[src/rtl/vec_accumulator.sv]
// -----------------------------------------------------------------------------
// vec_accumulator
//
// Streaming signed reduction stage. It takes signed samples over a valid/ready
// handshake, sums exactly VEC_LEN of them into a WIDTH_ACC-bit accumulator,
// arithmetically shifts the total right by SHIFT and emits one narrowed result
// per vector. The result is held until the consumer takes it. No samples are
// accepted while a result is pending.
//
// Optional feature (compile-time macro VEC_ACC_SAT_EN):
//   defined   : result clamped to the signed WIDTH_OUT range, out_sat flags it
//   undefined : result wraps (low WIDTH_OUT bits), out_sat tied to 0
//
// Parameter constraints: VEC_LEN >= 2, WIDTH_ACC >= WIDTH_IN + clog2(VEC_LEN).
//
// Ports:
//   clk        in   rising-edge clock
//   rst_n      in   asynchronous active-low reset
//   clear      in   synchronous abort: drops partial sum and pending result
//   in_valid   in   sample valid
//   in_ready   out  block can accept a sample (decode of state only)
//   in_data    in   [WIDTH_IN]  signed sample
//   out_valid  out  result valid
//   out_ready  in   consumer accepts result
//   out_data   out  [WIDTH_OUT] signed requantized result
//   out_sat    out  result was clamped
// -----------------------------------------------------------------------------
module vec_accumulator #(
  parameter int WIDTH_IN  = 8,
  parameter int VEC_LEN   = 16,
  parameter int WIDTH_ACC = 20,
  parameter int SHIFT     = 0,
  parameter int WIDTH_OUT = 8
) (
  input  logic                 clk,
  input  logic                 rst_n,
  input  logic                 clear,
  input  logic                 in_valid,
  output logic                 in_ready,
  input  logic [WIDTH_IN-1:0]  in_data,
  output logic                 out_valid,
  input  logic                 out_ready,
  output logic [WIDTH_OUT-1:0] out_data,
  output logic                 out_sat
);

  localparam int CNT_W = (VEC_LEN > 1) ? $clog2(VEC_LEN) : 1;
  // Common width for narrowing so the clamp compare works whether the output
  // is narrower or wider than the accumulator.
  localparam int RW    = (WIDTH_ACC > WIDTH_OUT) ? WIDTH_ACC : WIDTH_OUT;
  localparam logic [CNT_W-1:0] CNT_LAST = CNT_W'(VEC_LEN - 1);

  typedef enum logic {ACCUM = 1'b0, HOLD = 1'b1} state_t;

  state_t                        state_q, state_d;
  logic signed [WIDTH_ACC-1:0]   acc_q, acc_d;
  logic        [CNT_W-1:0]       cnt_q, cnt_d;
  logic        [WIDTH_OUT-1:0]   out_data_q, out_data_d;
  logic                          out_sat_q, out_sat_d;

  logic                          accept;
  logic                          last;
  logic signed [WIDTH_ACC-1:0]   in_ext;
  logic signed [WIDTH_ACC-1:0]   sum;
  logic signed [WIDTH_ACC-1:0]   res;
  logic signed [RW-1:0]          res_ext;
  logic        [WIDTH_OUT-1:0]   q_data;
  logic                          q_sat;

  // ---------------------------------------------------------------------------
  // Datapath
  // ---------------------------------------------------------------------------
  assign accept  = in_valid && in_ready;
  assign last    = accept && (cnt_q == CNT_LAST);
  assign in_ext  = WIDTH_ACC'($signed(in_data));
  assign sum     = acc_q + in_ext;
  assign res     = sum >>> SHIFT;          // floor toward -inf
  assign res_ext = RW'(res);

`ifdef VEC_ACC_SAT_EN
  localparam logic signed [RW-1:0] OUT_MAX =
    {{(RW-WIDTH_OUT+1){1'b0}}, {(WIDTH_OUT-1){1'b1}}};
  localparam logic signed [RW-1:0] OUT_MIN = ~OUT_MAX;

  always_comb begin
    q_data = res_ext[WIDTH_OUT-1:0];
    q_sat  = 1'b0;
    if (res_ext > OUT_MAX) begin
      q_data = OUT_MAX[WIDTH_OUT-1:0];
      q_sat  = 1'b1;
    end else if (res_ext < OUT_MIN) begin
      q_data = OUT_MIN[WIDTH_OUT-1:0];
      q_sat  = 1'b1;
    end
  end
`else
  // Wrap-around: the bits above WIDTH_OUT are simply discarded.
  logic unused_res_hi;
  assign unused_res_hi = ^res_ext;
  assign q_data = res_ext[WIDTH_OUT-1:0];
  assign q_sat  = 1'b0;
`endif

  always_comb begin
    acc_d      = acc_q;
    cnt_d      = cnt_q;
    out_data_d = out_data_q;
    out_sat_d  = out_sat_q;
    if (clear) begin
      // Abort wins over everything, including a same-cycle sample.
      acc_d = '0;
      cnt_d = '0;
    end else if (last) begin
      acc_d      = '0;
      cnt_d      = '0;
      out_data_d = q_data;
      out_sat_d  = q_sat;
    end else if (accept) begin
      acc_d = sum;
      cnt_d = cnt_q + CNT_W'(1);
    end
  end

  always_ff @(posedge clk or negedge rst_n) begin
    if (!rst_n) begin
      acc_q      <= '0;
      cnt_q      <= '0;
      out_data_q <= '0;
      out_sat_q  <= 1'b0;
    end else begin
      acc_q      <= acc_d;
      cnt_q      <= cnt_d;
      out_data_q <= out_data_d;
      out_sat_q  <= out_sat_d;
    end
  end

  // ---------------------------------------------------------------------------
  // Control FSM
  // ---------------------------------------------------------------------------
  always_ff @(posedge clk or negedge rst_n) begin
    if (!rst_n) state_q <= ACCUM;
    else        state_q <= state_d;
  end

  always_comb begin
    state_d = state_q;
    if (clear) begin
      state_d = ACCUM;
    end else begin
      case (state_q)
        ACCUM:   if (last)      state_d = HOLD;
        HOLD:    if (out_ready) state_d = ACCUM;
        default:                state_d = ACCUM;
      endcase
    end
  end

  // Handshake flags decode the registered state only, so there is no
  // combinational path from out_ready to in_ready.
  always_comb begin
    in_ready  = 1'b0;
    out_valid = 1'b0;
    case (state_q)
      ACCUM:   in_ready  = 1'b1;
      HOLD:    out_valid = 1'b1;
      default: in_ready  = 1'b0;
    endcase
  end

  assign out_data = out_data_q;
  assign out_sat  = out_sat_q;

endmodule

[config.mk]
export PLATFORM = sky130hd
export DESIGN_NAME = vec_accumulator
export DESIGN_NICKNAME = d
export VERILOG_FILES = /design/src/rtl/vec_accumulator.sv
export SDC_FILE = /design/constraint.sdc
export NUM_CORES = 1
export LEC_CHECK = 0
export ABC_AREA = 1
export BUFFER_PORTS_ARGS = -buffer_cell sky130_fd_sc_hd__buf_4
export CAP_MARGIN = 0
export CORE_AREA = 2 2 62 64
export DETAILED_ROUTE_END_ITERATION = 10
export DIE_AREA = 0 0 64 66
export PLACE_DENSITY = 0.61
export SYNTH_ARGS = -nofsm -noshare
export SYNTH_HDL_FRONTEND = slang
export SYNTH_SLANG_ARGS = --single-unit
export TNS_END_PERCENT = 1
[constraint.sdc]
create_clock -name clk -period 2.35 [get_ports clk]
set_input_delay 0.705 -clock clk [delete_from_list [all_inputs] [get_ports clk]]
set_output_delay 0.705 -clock clk [all_outputs]
set_load 0.03 [all_outputs]
==> results.json <==
{
  "hp-class": "in -> async",
  "maxCapViolations": 0,
  "grt_usage": 0.124,
  "critPathArrivalTime_ns": 1.98,
  "vias": 973,
  "first_global_vias": 928,
  "ant_nets": 0,
  "fp.dieW_um": 64,
  "cts_resized": 0,
  "finalHoldViolCount": 0,
  "critPathMaxFanout": 3,
  "finalNetCount": 195,
  "cp-start-kind": "input port",
  "path_class": "in -> reg",
  "synthCells": 149,
  "die-area_um2": 4220,
  "insertion_delay_ns": 0.31,
  "tns_ns": 0,
  "cts_buffers": 3,
  "clock_path_buffers": 2,
  "end_kind": "flip-flop",
  "synthesis.nets": 171,
  "setup_viol": 0,
  "initial_core_util": 0.341,
  "overflow": 0,
  "io_pins": 24,
  "peakVddDrop_v": 0.000299,
  "status": "complete, no violations",
  "antenna_found_initial": 0,
  "rsz0062_at_grt": "no",
  "rows": 22,
  "min_period_ns": 1.76,
  "fin_cells": 220,
  "core-area_um2": 3550,
  "post_drt_wl_per_cell_um": 10.9,
  "ys_seq_area_frac": 0.434,
  "areaGrowthSynthToFinish_pct": 18.8,
  "postCtsSetupBuffers": 0,
  "vias_per_cell": 4.42,
  "die_y_um": 66,
  "grt_max_degree": 22,
  "placed_cells": 216,
  "worst_ep_required_time_ns": 2.57,
  "nFillCells": 348,
  "utilization": 0.405,
  "p_per_area_nw_per_um2": 518,
  "cts.sink_count": 21,
  "cts_tree": "done",
  "seqCellArea_um2": 526,
  "cts_hold_buf": 0,
  "htreeDepth": 1,
  "synth.distinct_cells": 24,
  "port-buffer-count": 22,
  "drt_iter0_drc": 43,
  "synth_area_per_cell_um2": 8.13,
  "synth_area_um2": 1210,
  "drive_above_1_share": 0.203,
  "drc": 0,
  "fin_crit_sh": 0.749,
  "skew_ns": 0.00824,
  "multiInputGateArea_um2": 594,
  "fmax_mhz": 568,
  "grt_pass1_wl_um": 4130,
  "drt_wl_total_um": 2400,
  "leakagePower_nw": 0.801,
  "gp_congestion": 0.838,
  "root_buffer": "clkbuf_4",
  "yosysWarnings": 0,
  "ys_seq_elements": 21,
  "dr.pass1.iters": 4,
  "diodes": 0,
  "dp_hpwl_um": 1810,
  "path_clk_slew_ns": 0.12,
  "final_max_slew_viol_count": 0
}
-- worst paths after layout --
path / endpoint / cells after the start / slack [ns] / startpoint
max: acc_q[6] / 9 / 0.59 / in_data[0]
min: out_data[4] / 1 / 0.25 / rst_n
min reg2reg: out_data[7] / 2 / 0.50 / out_data[7]
max reg2reg: acc_q[6] / 8 / 0.71 / acc_q[0]
min in group clk: out_data[7] / 2 / 0.50 / out_data[7]
max in group asynchronous: cnt_q[2] / 1 / 1.88 / rst_n
-- state kept, by name, indices dropped and copies added, names as in the netlist --
register  count
acc_q         8
out_data      8
cnt_q         4
state_q       1
-- per-layer routing --
| metal | wire length, µm | GRT usage | share of wire |
|---|---|---|---|
| met5 | 0 | 0 | 0 |
| met4 | 0 | 0.0326 | 0 |
| met3 | 102 | 0.0358 | 0.042 |
| met2 | 1120 | 0.204 | 0.47 |
| met1 | 1180 | 0.158 | 0.49 |
-- worst max-delay path: stages --
cell,delay (ns)
buf_4,0.11
ha_1,0.22
fa_1,0.40
nand2_1,0.09
nand2_1,0.09
nand3b_1,0.11
nand3_1,0.10
nand3_1,0.10
nand2_1,0.05
-- cells in the mapped netlist, drive strengths merged --
cell	count	share of area
ha	8	0.083
nand3	20	0.087
dfrtp	21	0.43
nand3b	2	0.012
buf	3	0.020
or2	1	0.0052
nor3	1	0.013
fa	1	0.017
a21o	1	0.0062
a21oi	3	0.012
conb	1	0.0031
o31ai	1	0.0062
nand2	53	0.17
o21ai	9	0.046
nor2	3	0.0093
inv	18	0.056
xor2	1	0.0072
xnor2	2	0.014
-- cells by family after synthesis --
| kind of cell | synth area share |
|---|---|
| compound gates | 0.0713 |
| other cells | 0.00310 |
| simple gates | 0.295 |
| xor+xnor | 0.0217 |
| flops | 0.434 |
| buf+inv | 0.0754 |
| fa+ha+maj | 0.0992 |
-- final cells by class --
class / instances / area share
inverter: 18 / 0.0470
tap: 48 / 0.0417
sequential: 21 / 0.365
multi-input combinational: 107 / 0.413
clock buffer: 4 / 0.0183
timing repair buffer: 22 / 0.115
-- layout by cell type (no fill, tap or decap), types with 2 or more instances in the layout --
master | synthesis | routed
nand2_2 | 2 | 2
o21ai_0 | 6 | 6
inv_2 | 2 | 2
nand3_1 | 19 | 19
nand3b_1 | 2 | 2
dfrtp_1 | 21 | 21
clkbuf_4 | 0 | 3
ha_1 | 8 | 8
nand2_1 | 51 | 51
a21oi_1 | 3 | 3
xnor2_1 | 2 | 2
buf_4 | 1 | 22
o21ai_2 | 3 | 3
nor2_1 | 3 | 3
inv_1 | 16 | 16
-- through the flow --
step	cell area (µm²)	power [mW]	hold slack, ns	setup WS, ns
floorplan	1210	0.521	0.409	0.489
CTS	1440	0.759	0.251	0.608
global placement	1410	0.568	0.466	0.293
finish	1440	0.745	0.251	0.591
detailed placement	1410	0.572	0.475	0.259
global route	1440	0.799	0.246	0.517
-- where the power goes --
part / switching (mW) / leakage, nW / internal [mW]
Sequential: 0.0126 / 0.286 / 0.380
Clock: 0.113 / 0.0150 / 0.0663
Combinational: 0.105 / 0.500 / 0.0680
No activity file was read; power rests on OpenSTA's default activity.
